### src/rtl/hicore_lsu_pkg.sv
// Shared definitions for the load/store unit: op encoding, i_info layout, FSM states.
package hicore_lsu_pkg;
  localparam int XLEN      = 32;
  localparam int INFO_W    = 73;
  localparam int ADDR_LSB  = 0;
  localparam int WDATA_LSB = 32;
  localparam int OP_LSB    = 64;
  localparam int RD_LSB    = 68;

  localparam int OP_ST  = 3;
  localparam int OP_UNS = 2;
  localparam logic [1:0] SZ_B = 2'b00;
  localparam logic [1:0] SZ_H = 2'b01;
  localparam logic [1:0] SZ_W = 2'b10;

  typedef enum logic [1:0] {IDLE, REQ, RESP, WB} state_t;
endpackage

### src/rtl/hicore_lsu_if.sv
// Data-memory request/response bus between the LSU (master) and memory (slave).
interface hicore_lsu_if;
  logic        mem_req_valid;
  logic        mem_req_ready;
  logic [31:0] mem_req_addr;
  logic        mem_req_wen;
  logic [31:0] mem_req_wdata;
  logic [3:0]  mem_req_wstrb;
  logic        mem_rsp_valid;
  logic [31:0] mem_rsp_rdata;

  modport master (
    output mem_req_valid, mem_req_addr, mem_req_wen, mem_req_wdata, mem_req_wstrb,
    input  mem_req_ready, mem_rsp_valid, mem_rsp_rdata
  );
  modport slave (
    input  mem_req_valid, mem_req_addr, mem_req_wen, mem_req_wdata, mem_req_wstrb,
    output mem_req_ready, mem_rsp_valid, mem_rsp_rdata
  );
endinterface

### src/rtl/hicore_lsu_align.sv
// Combinational byte-lane logic: store replication/strobes, misalign detect, load extend.
module hicore_lsu_align
  import hicore_lsu_pkg::*;
(
  input  logic [3:0]  op,
  input  logic [1:0]  addr,
  input  logic [31:0] wdata,
  input  logic [31:0] rdata,
  output logic [31:0] st_data,
  output logic [3:0]  st_strb,
  output logic        misalign,
  output logic [31:0] ld_data
);
  logic [1:0]  sz;
  logic [15:0] lane;

  assign sz   = op[1:0];
  assign lane = 16'(rdata >> {addr, 3'b000});
  // Reserved size 11 behaves as a word everywhere.
  assign misalign = ((sz == SZ_H) && addr[0]) || (sz[1] && (addr != 2'b00));

  always_comb begin
    st_data = wdata;
    st_strb = 4'b1111;
    ld_data = rdata;
    case (sz)
      SZ_B: begin
        st_data = {4{wdata[7:0]}};
        st_strb = 4'b0001 << addr;
        ld_data = op[OP_UNS] ? {24'h0, lane[7:0]} : {{24{lane[7]}}, lane[7:0]};
      end
      SZ_H: begin
        st_data = {2{wdata[15:0]}};
        st_strb = 4'b0011 << addr;
        ld_data = op[OP_UNS] ? {16'h0, lane} : {{16{lane[15]}}, lane};
      end
      default: ;
    endcase
    if (!op[OP_ST]) st_strb = 4'b0000;
  end
endmodule

### src/rtl/hicore_lsu.sv
// Load/store unit: one data-memory access in flight, with cancel, flush and misalign trap.
module hicore_lsu
  import hicore_lsu_pkg::*;
(
  input  logic              clk,
  input  logic              rst_n,
  input  logic              i_valid,
  output logic              i_ready,
  input  logic              i_cancel,
  input  logic [INFO_W-1:0] i_info,
  input  logic              flush,
  hicore_lsu_if.master      mem,
  output logic              wb_valid,
  input  logic              wb_ready,
  output logic              wb_we,
  output logic [4:0]        wb_rd,
  output logic [31:0]       wb_data,
  output logic              wb_err,
  output logic [31:0]       wb_err_addr
);
  state_t      state;
  logic        killed;
  logic [31:0] addr_q, wdata_q;
  logic [3:0]  op_q, wstrb_q;
  logic [4:0]  rd_q;

  logic [31:0] in_addr, in_wdata;
  logic [3:0]  in_op;
  logic [4:0]  in_rd;
  logic [31:0] st_data, ld_data;
  logic [3:0]  st_strb;
  logic        misalign;

  assign in_addr  = i_info[ADDR_LSB +: 32];
  assign in_wdata = i_info[WDATA_LSB +: 32];
  assign in_op    = i_info[OP_LSB +: 4];
  assign in_rd    = i_info[RD_LSB +: 5];

  // One aligner serves both phases: incoming op while idle, held op afterwards.
  hicore_lsu_align u_align (
    .op       (state == IDLE ? in_op : op_q),
    .addr     (state == IDLE ? in_addr[1:0] : addr_q[1:0]),
    .wdata    (in_wdata),
    .rdata    (mem.mem_rsp_rdata),
    .st_data  (st_data),
    .st_strb  (st_strb),
    .misalign (misalign),
    .ld_data  (ld_data)
  );

  assign i_ready           = (state == IDLE);
  assign wb_valid          = (state == WB);
  assign wb_rd             = rd_q;
  assign mem.mem_req_valid = (state == REQ);
  assign mem.mem_req_addr  = {addr_q[31:2], 2'b00};
  assign mem.mem_req_wen   = op_q[OP_ST];
  assign mem.mem_req_wdata = wdata_q;
  assign mem.mem_req_wstrb = wstrb_q;

  always_ff @(posedge clk or negedge rst_n) begin
    if (!rst_n) begin
      state       <= IDLE;
      killed      <= 1'b0;
      addr_q      <= '0;
      wdata_q     <= '0;
      op_q        <= '0;
      wstrb_q     <= '0;
      rd_q        <= '0;
      wb_we       <= 1'b0;
      wb_data     <= '0;
      wb_err      <= 1'b0;
      wb_err_addr <= '0;
    end else begin
      case (state)
        IDLE: begin
          killed <= 1'b0;
          if (i_valid && !i_cancel && !flush) begin
            addr_q      <= in_addr;
            op_q        <= in_op;
            rd_q        <= in_rd;
            wdata_q     <= st_data;
            wstrb_q     <= st_strb;
            wb_we       <= !in_op[OP_ST] && (in_rd != 5'd0) && !misalign;
            wb_data     <= '0;
            wb_err      <= misalign;
            wb_err_addr <= misalign ? in_addr : 32'h0;
            state       <= misalign ? WB : REQ;
          end
        end
        REQ: begin
          // A posted request is never withdrawn; flush only suppresses writeback.
          if (flush) killed <= 1'b1;
          if (mem.mem_req_ready) state <= RESP;
        end
        RESP: begin
          if (flush) killed <= 1'b1;
          if (mem.mem_rsp_valid) begin
            if (!op_q[OP_ST]) wb_data <= ld_data;
            state <= (killed || flush) ? IDLE : WB;
          end
        end
        WB: if (wb_ready || flush) state <= IDLE;
        default: state <= IDLE;
      endcase
    end
  end
endmodule

### src/flat_wrapper.sv
// flat-port wrapper written by rule: the top's interface ports become plain ports
module hicore_lsu_flat import hicore_lsu_pkg::*;
  (clk, rst_n, i_valid, i_ready, i_cancel, i_info, flush, wb_valid, wb_ready, wb_we, wb_rd, wb_data, wb_err, wb_err_addr, mem_mem_req_valid, mem_mem_req_addr, mem_mem_req_wen, mem_mem_req_wdata, mem_mem_req_wstrb, mem_mem_req_ready, mem_mem_rsp_valid, mem_mem_rsp_rdata);
  hicore_lsu_if mem_i ();
  input  logic clk;
  input  logic rst_n;
  input  logic i_valid;
  output logic i_ready;
  input  logic i_cancel;
  input  logic [INFO_W-1:0] i_info;
  input  logic flush;
  output logic wb_valid;
  input  logic wb_ready;
  output logic wb_we;
  output logic [4:0] wb_rd;
  output logic [31:0] wb_data;
  output logic wb_err;
  output logic [31:0] wb_err_addr;
  output wire logic [$bits(mem_i.mem_req_valid)-1:0] mem_mem_req_valid;
  output wire logic [$bits(mem_i.mem_req_addr)-1:0] mem_mem_req_addr;
  output wire logic [$bits(mem_i.mem_req_wen)-1:0] mem_mem_req_wen;
  output wire logic [$bits(mem_i.mem_req_wdata)-1:0] mem_mem_req_wdata;
  output wire logic [$bits(mem_i.mem_req_wstrb)-1:0] mem_mem_req_wstrb;
  input wire logic [$bits(mem_i.mem_req_ready)-1:0] mem_mem_req_ready;
  input wire logic [$bits(mem_i.mem_rsp_valid)-1:0] mem_mem_rsp_valid;
  input wire logic [$bits(mem_i.mem_rsp_rdata)-1:0] mem_mem_rsp_rdata;
  assign mem_mem_req_valid = mem_i.mem_req_valid;
  assign mem_mem_req_addr = mem_i.mem_req_addr;
  assign mem_mem_req_wen = mem_i.mem_req_wen;
  assign mem_mem_req_wdata = mem_i.mem_req_wdata;
  assign mem_mem_req_wstrb = mem_i.mem_req_wstrb;
  assign mem_i.mem_req_ready = mem_mem_req_ready;
  assign mem_i.mem_rsp_valid = mem_mem_rsp_valid;
  assign mem_i.mem_rsp_rdata = mem_mem_rsp_rdata;
  hicore_lsu u_core (.clk(clk), .rst_n(rst_n), .i_valid(i_valid), .i_ready(i_ready), .i_cancel(i_cancel), .i_info(i_info), .flush(flush), .mem(mem_i), .wb_valid(wb_valid), .wb_ready(wb_ready), .wb_we(wb_we), .wb_rd(wb_rd), .wb_data(wb_data), .wb_err(wb_err), .wb_err_addr(wb_err_addr));
endmodule
### config.mk
export PLATFORM = sky130hd
export DESIGN_NAME = hicore_lsu_flat
export DESIGN_NICKNAME = d
export VERILOG_FILES = /design/src/rtl/hicore_lsu_pkg.sv /design/src/rtl/hicore_lsu_if.sv /design/src/rtl/hicore_lsu_align.sv /design/src/rtl/hicore_lsu.sv /design/src/flat_wrapper.sv
export SDC_FILE = /design/constraint.sdc
export NUM_CORES = 1
export LEC_CHECK = 0
export CAP_MARGIN = 30
export CORE_MARGIN = 1.5
export CORE_UTILIZATION = 40
export CTS_CLUSTER_DIAMETER = 80
export DETAILED_ROUTE_END_ITERATION = 8
export DONT_BUFFER_PORTS = 1
export HOLD_SLACK_MARGIN = 0.06
export PLACE_DENSITY = 0.54
export SETUP_SLACK_MARGIN = 0.4
export SYNTH_ARGS = -nofsm -noshare
export SYNTH_HDL_FRONTEND = slang
export SYNTH_SLANG_ARGS = --single-unit
### constraint.sdc
create_clock -name clk -period 2.5 [get_ports clk]
set_input_delay 0.5 -clock clk [delete_from_list [all_inputs] [get_ports clk]]
set_output_delay 0.5 -clock clk [all_outputs]
set_load 0.02 [all_outputs]
==> impl_metrics.env <==
export IMPL_fmax_ghz=0.475
export IMPL_cts_root_buf="clkbuf_16"
export IMPL_fill_cells=1607
export IMPL_outcome="finished, violations left"
export IMPL_setup_slack_ns=0.395
export IMPL_clock_sinks=146
export IMPL_numCtsBuffers=17
export IMPL_finalNetCount=846
export IMPL_drt_iter0_drc=293
export IMPL_track_usage=0.217
export IMPL_grt_max_degree=147
export IMPL_syn_avg_cell_area_um2=9.02
export IMPL_antenna_cells=0
export IMPL_synth_yosys_seq_area_share=0.543
export IMPL_clockBufferDepth=2
export IMPL_num_vias=5247
export IMPL_htreeDepth=4
export IMPL_synth_distinct_cells=48
export IMPL_layout_common_cells="nand2_1, dfrtp_1, o21ai_0, nor2_1, buf_4"
export IMPL_worstSetupStartpointType="flop"
export IMPL_min_period_ns=2.10
export IMPL_ys_ff_latch=146
export IMPL_die_w_um=133
export IMPL_finClkSkew_ns=0.00809
export IMPL_wirelength_um=19200
export IMPL_post_drt_wl_per_cell_um=19.9
export IMPL_ys_warn_count=0
export IMPL_grt_pass1_wl_um=29900
export IMPL_tns_ns=0
export IMPL_timing_max_cap_violations=0
export IMPL_drc=0
export IMPL_fp_dieH_um=133
export IMPL_critical_path_class="reg -> reg"
export IMPL_final_hold_viol_count=146
export IMPL_slew_violations=0
export IMPL_holdCritPathClass="in -> async"
export IMPL_coreArea_mm2=0.0165
export IMPL_clkTransAtPathRegs_ns=0.06
export IMPL_worstPathMaxFanout=5
export IMPL_layout_drive_gt1_share=0.150
export IMPL_detail_route_antenna_nets=0
export IMPL_gr_total_overflow=0
export IMPL_start_util=0.407
export IMPL_insertion_delay_ns=0.42
export IMPL_synth_cell_area_mm2=0.00673
export IMPL_io_pin_count=256
export IMPL_cellLeakagePower_nw=3.64
export IMPL_rows=47
export IMPL_grt_antenna_before_repair=0
export IMPL_finalSetupViolCount=0
export IMPL_vias_per_cell=5.46
export IMPL_failed_checks="negative hold slack"
export IMPL_dieArea_mm2=0.0176
export IMPL_utilization=0.468
export IMPL_ir_drop_mv=0.594
export IMPL_grt_pass1_vias=5381
export IMPL_cts_tree="done"
export IMPL_gp_congestion=0.895
export IMPL_dpl_worst_slack_ns=0.0313
export IMPL_io_buffers=0
export IMPL_netlist_instances=746
export IMPL_final_common_cell="nand2_1"
export IMPL_syn_to_final_growth_pct=14.9
export IMPL_hpwl_um=13200
export IMPL_power_density_mw_per_mm2=1560
export IMPL_crit_path_end_kind="flop"
export IMPL_rsz0062_at_grt="true"
export IMPL_r2r_cells=9
export IMPL_fin_hold_ws_ns=-0.228
export IMPL_dr_pass1_iters=4
export IMPL_cp_arrival_ns=2.43
export IMPL_required_ns=2.83
export IMPL_fin_crit_sh=0.842
## synthesized netlist by cell type, drive strengths merged
cell	instances	area (µm²)
o2bb2ai	8	70.1
nor2b	2	12.5
a31oi	23	144
o211ai	2	20.0
a21oi	20	111
o21a	1	7.51
mux2i	12	120
and2	5	31.3
inv	6	22.5
nand3b	1	7.51
nor3b	1	12.5
o32ai	1	16.3
o2111a	1	11.3
o311ai	1	8.76
a222oi	1	10.0
nor3	3	15.0
clkbuf	18	67.6
buf	56	378
o221ai	8	70.1
dfrtp	146	3650
o21ai	69	383
a22o	2	17.5
nand2	277	1040
a32oi	2	17.5
a21boi	1	7.51
nor2	44	165
ha	4	50.1
o31a	1	8.76
nand3	4	25.0
a41oi	1	16.3
or4	1	7.51
o32a	1	10.0
or2	1	6.26
mux2	5	60.1
nand2b	2	15.0
conb	1	3.75
a22oi	14	105
## state kept, by name (all words and copies together), names as in the netlist
name and cells:
u_core.mem.mem_req_wdata 32, u_core.wb_we 1, u_core.wb_data 32, u_core.mem.mem_req_wstrb 4
u_core.wb_rd 5, u_core.addr_q 32, u_core.state 2, u_core.wb_err 1
u_core.op_q 4, u_core.killed 1, u_core.wb_err_addr 32
## power by group
group	internal (W)	total, W	switching [W]
registers	0.00342	0.00558	0.00216
clock network	0.00169	0.00273	0.00104
logic	0.00160	0.00376	0.00216
total	0.00671	0.0121	0.00537
## per-stage QoR
stage	total power, W	std cells	area, µm²
after floorplan	0.00795	747	6730
after global placement	0.00863	913	6790
after CTS	0.0118	952	7560
after global routing	0.0128	961	7730
after detailed placement	0.00878	913	6790
final	0.0121	961	7730
## kinds of logic (layout without fill, tap and decap cells)
kind of cell / after synthesis / in the layout / synth area share
AO/OA/AOI/OAI: 157 / 157 / 0.154
adder cells (fa/ha/maj): 4 / 4 / 0.00744
buffers and inverters: 80 / 74 / 0.0696
flip-flops: 146 / 146 / 0.543
multiplexers: 17 / 17 / 0.0268
other: 1 / 2 / 0.000557
AND/OR/NAND/NOR: 341 / 341 / 0.199
## worst paths after layout
kind                            startpoint                            to  slack (ns)
max reg2reg                u_core.state[0]            u_core.wb_data[15]        0.40
max in group asynchronous            rst_n  u_core.mem.mem_req_wdata[14]        2.49
min reg2reg                 u_core.op_q[2]                u_core.op_q[2]        0.50
min in group clk                i_info[34]   u_core.mem.mem_req_wdata[2]        0.19
max                        u_core.state[0]            u_core.wb_data[15]        0.40
min                                  rst_n        u_core.wb_err_addr[11]       -0.23
## routing by layer
layer	routed length [µm]	part of all wire	vias to the layer above	track usage
met3	2110	0.11	51	0.0996
met5	0	0	-	0
li1	-	-	2426	-
met2	8930	0.47	252	0.335
met1	7420	0.39	2518	0.255
met4	699	0.036	0	0.110
## repair_timing
action	CTS	global route
resized for setup	20	21
endpoints found under the hold margin	146	146
gates cloned	0	1
setup endpoints to repair	73	60
pin swaps	1	12
buffers inserted	8	8
## layout make-up
class | count | area (µm²) | share of cell area
clock buffer | 18 | 429 | 0.0555
clock inverter | 13 | 201 | 0.0261
inverter | 6 | 22.5 | 0.00291
multi-input combinational | 521 | 2750 | 0.356
sequential | 146 | 3650 | 0.473
tap | 220 | 275 | 0.0356
timing repair buffer | 37 | 399 | 0.0516
## critical path, stage by stage (launching register included)
cell      delay (ns)
dfrtp_1         0.41
inv_2           0.09
ha_4            0.17
buf_6           0.14
mux2i_4         0.32
and2_4          0.21
o21ai_2         0.06
o31a_1          0.32
buf_6           0.14
o211ai_1        0.16
Power figures use the tool's default switching activity.
==> edit 1 (same flow settings) <==
Make the reset (`rst_n`) synchronous in one clocked block.
--- a/src/rtl/hicore_lsu.sv
+++ b/src/rtl/hicore_lsu.sv
@@ -59,3 +59,3 @@
 
-  always_ff @(posedge clk or negedge rst_n) begin
+  always_ff @(posedge clk) begin
     if (!rst_n) begin
Check against the original RTL: differs if rst_n is asserted again (counterexample within 4 cycles, from zero or initial values and one cycle with rst_n low); with rst_n held inactive, the same outputs for 4 cycles.
==> edit 1 against the original RTL <==
- sequential cell count unchanged
- routed wire length increased by 0.32%
- non-clock buffer count increased by 4
- critical path depth did not move
- die area down 3.1%
- power fell by 39%
- clock skew is 0.0019 ns higher
- worst setup slack worse by 0.068 ns
- hold slack improved by 0.42 ns
- critical endpoint is now u_core.wb_data[30]$_SDFFE_PN0P_
- final area down 0.57%
- synthesized area down 3.2%
- largest cell class is now multi-input gates
==> edit 1: results <==
set metrics [dict create \
    leakage_uw 0.00288 \
    status "finished clean" \
    num_vias 5486 \
    hold_class "input port to register" \
    async_flop_share 0 \
    yosys_warnings 0 \
    yosysSeqAreaShare 0.449 \
    diodes 0 \
    synth_area_leaders "dfxtp_1 (45%), nand2_1 (12%), o21ai_0 (7.0%)" \
    gp_congestion 0.782 \
    wire_per_inst_um 19.3 \
    max-vdd-ir-drop_mv 0.560 \
    place.port_buffers 0 \
    crit_fanout 8 \
    grt_max_degree 119 \
    arrival_ns 2.49 \
    dp_hpwl_mm 12.8 \
    grt_pass1_vias 5111 \
    clock_skew_ns 0.00994 \
    hold_path_depth 2 \
    drive_gt1_frac 0.169 \
    netlist_top_cells_count "nand2_1 (202), dfxtp_1 (146), o21ai_0 (91)" \
    dr.pass1.iters 5 \
    pre_cts_ws_ns 0.0119 \
    place_area_um2 6560 \
    nets 886 \
    yosysUniqueCellTypes 44 \
    track_usage 0.207 \
    grt_pass1_wl_mm 27.0 \
    drt-initial-drc-count 319 \
]
==> edit 1: layout make-up <==
class / count / area (um^2)
well taps: 216 / 270
multi-input cells: 558 / 3390
clock buffers: 23 / 488
clock inverters: 9 / 56.3
fillers: 1556 / 8200
repair buffers: 41 / 528
inverters: 5 / 28.8
flip-flops and latches: 146 / 2930
==> edit 1: what timing repair did <==
action	4_1_cts	5_1_grt
endpoints found under the setup margin	47	64
resized for setup	25	47
buffers inserted	5	10
gates cloned	0	8
pin swaps	4	19
==> edit 1: report_power, final <==
group | switching [uW] | internal (uW) | total [uW] | leakage (uW)
clock network | 984 | 1360 | 2350 | 0.000265
registers | 382 | 2530 | 2920 | 0.00118
logic | 1130 | 971 | 2100 | 0.00143
==> edit 1: stage by stage <==
| step | hold WS, ns | util | instances |
|---|---|---|---|
| 6_report | 0.195 | 0.484 | 998 |
| 5_1_grt | 0.190 | 0.484 | 998 |
| 3_5_place_dp | 0.474 | 0.413 | 943 |
| 2_1_floorplan | 0.441 | - | 798 |
| 3_3_place_gp | 0.463 | 0.413 | 943 |
| 4_1_cts | 0.188 | 0.459 | 980 |
==> edit 1: critical path: stages (launching register included) <==
cell and delay [ns]:
dfxtp_2 0.34, inv_2 0.08, ha_4 0.23, buf_4 0.14, mux2_4 0.33, and2_4 0.16
o2bb2ai_2 0.14, a221oi_4 0.37, clkbuf_16 0.24, o21ai_1 0.06
==> edit 1: path summary, 6_finish.rpt <==
check | from | endpoint | slack [ns]
worst min-delay path | mem_mem_rsp_rdata[0] | u_core.wb_data[0]$_SDFFE_PN0P_ | 0.20
worst max-delay path | u_core.state[1]$_SDFFE_PN0P_ | u_core.wb_data[30]$_SDFFE_PN0P_ | 0.33
worst min register to register | u_core.op_q[2]$_SDFFE_PN0P_ | u_core.op_q[2]$_SDFFE_PN0P_ | 0.48
worst max register to register | u_core.state[1]$_SDFFE_PN0P_ | u_core.wb_data[30]$_SDFFE_PN0P_ | 0.33
==> edit 1: cell families (layout without fill, tap and decap cells) <==
family	Yosys count	after routing	share of synthesized area
AO/OA/AOI/OAI	237	237	0.237
adder cells (fa/ha/maj)	4	4	0.00768
buffers and inverters	94	78	0.0757
flip-flops	146	146	0.449
multiplexers	24	24	0.0394
other	1	2	0.000576
AND/OR/NAND/NOR	291	291	0.191
==> edit 1: routing by layer <==
layer | global-route usage | part of all wire | up-vias
li1 | - | - | 2658
met1 | 0.234 | 0.39 | 2561
met2 | 0.341 | 0.49 | 231
met3 | 0.0818 | 0.097 | 36
met4 | 0.103 | 0.024 | 0
met5 | 0 | 0 | -
==> edit 2 (same flow settings) <==
Without the edit above. Encoding of `state_t`: now Gray code (2 bits for 4 states).
--- a/src/rtl/hicore_lsu_pkg.sv
+++ b/src/rtl/hicore_lsu_pkg.sv
@@ -15,3 +15,3 @@
 
-  typedef enum logic [1:0] {IDLE, REQ, RESP, WB} state_t;
+  typedef enum logic [1:0] {IDLE = 2'b00, REQ = 2'b01, RESP = 2'b11, WB = 2'b10} state_t;
 endpackage
Check against the original RTL: no difference found for any inputs over 4 cycles, from zero or initial values and one cycle with rst_n low; so few cycles prove little.
==> edit 2 against the original RTL <==
- the run still ends with negative hold slack left
- worst setup slack worse by 0.035 ns
- utilization up 0.20 points
- sequential cell count stayed put
- power is 6.2% higher
- sequential power up 3%
- critical endpoint is now mem_mem_req_valid
- final area increased by 1.1%
- sequential share of layout area is 0.50 points lower
- critical path depth shrank 6
- synthesized area rose by 1.7%
- count of clock-buffer cells in the layout down 1
- routed wire length increased by 6.4%
==> edit 2: results <==
set metrics [dict create \
    synth_area_leaders "dfrtp_1 (53%), nand2_1 (13%), buf_4 (3.7%)" \
    yosysSeqAreaShare 0.534 \
    max-vdd-ir-drop_mv 0.577 \
    fin_cells 944 \
    hold_viol 146 \
    vias_per_cell 5.74 \
    dr.pass1.iters 5 \
    status "finished with violations" \
    syn_avg_cell_area_um2 9.30 \
    track_usage 0.224 \
    nets 824 \
    synthAdderAreaFrac 0 \
    yosysUniqueCellTypes 50 \
    netlist_top_cells_count "nand2_1 (236), dfrtp_1 (146), o21ai_0 (43)" \
    rr_worst_depth 7 \
    arrival_ns 1.64 \
    grt_antenna_before_repair 1 \
    synthMuxAreaShare 0.0271 \
    whs_ns -0.223 \
    grt_pass1_wl_mm 31.1 \
    dp_hpwl_mm 13.7 \
    drt-initial-drc-count 441 \
    r2r-end "u_core.wb_data[26]$_DFFE_PN0P_" \
    place_area_um2 6840 \
    critPathCapture "mem_mem_req_valid" \
    power_density_nw_per_um2 1640 \
    worstSetupPathType "register to output pin" \
    pre_cts_ws_ns 0.150 \
    failed_checks "negative hold slack" \
    place_inst 892 \
    clock_skew_ns 0.0104 \
    leakage_uw 0.00360 \
]
[edit 2: cell count changes after synthesis, sizes merged, moves of 9 or more]
cell and delta:
clkbuf +17, o211ai +21, nand2 -41, o21ai -9
a22oi -13, nor2 -28, a21oi +18
[edit 2: cell type report]
| cell class | instances | share of cell area |
|---|---|---|
| clock inverters | 15 | 0.0254 |
| well taps | 220 | 0.0352 |
| multi-input cells | 503 | 0.356 |
| clock buffers | 17 | 0.0544 |
| inverters | 3 | 0.00240 |
| repair buffers | 40 | 0.0587 |
| flip-flops and latches | 146 | 0.468 |
[edit 2: critical path, cell delays in order (launching register included)]
cell	delay, ns
dfrtp_2	0.44
buf_4	0.15
buf_4	0.15
nor2b_1	0.49
[edit 2: layer usage]
layer | track usage | vias up | share of wire
met1 | 0.279 | 2639 | 0.40
met2 | 0.353 | 261 | 0.47
met3 | 0.0877 | 38 | 0.10
li1 | - | 2476 | -
met4 | 0.0833 | 2 | 0.028
met5 | 0 | - | 0.00064
[edit 2: worst min-delay path by stage]
| stage | from | slack (ns) | cells past startpoint | endpoint |
|---|---|---|---|---|
| floorplan | rst_n | 0.20 | 0 | u_core.addr_q[0]$_DFFE_PN0P_ |
| global placement | rst_n | 0.21 | 0 | u_core.addr_q[23]$_DFFE_PN0P_ |
| detailed placement | rst_n | 0.21 | 0 | u_core.addr_q[23]$_DFFE_PN0P_ |
| CTS | rst_n | -0.25 | 0 | u_core.mem.mem_req_wdata[4]$_DFFE_PN0P_ |
| global route | rst_n | -0.25 | 0 | u_core.addr_q[23]$_DFFE_PN0P_ |
| finish | rst_n | -0.22 | 0 | u_core.addr_q[23]$_DFFE_PN0P_ |
[edit 2: power breakdown]
group / leakage, uW / total [uW] / switching (uW) / internal [uW]
sequential: 0.00188 / 5760 / 2280 / 3490
combinational: 0.00143 / 4380 / 2470 / 1910
clock: 0.000297 / 2690 / 1090 / 1610
[edit 2: repair_timing]
item,4_1_cts,5_1_grt
endpoints found under the hold margin,146,146
buffers inserted,2,11
setup endpoints to repair,37,75
pin swaps,3,6
gates resized for setup,17,27
cloned,3,4
[edit 2: kinds of logic after synthesis]
group | count (synthesis)
AOI/OAI and AO/OA | 201
buffers and inverters | 88
DFF | 146
muxes | 17
other | 1
and+or+nand+nor | 283
[edit 2: per-stage QoR]
step	hold WS, ns	utilization
3_5_place_dp	0.207	0.411
4_1_cts	-0.245	0.457
2_1_floorplan	0.204	-
5_1_grt	-0.251	0.470
3_3_place_gp	0.207	0.410
6_report	-0.223	0.470
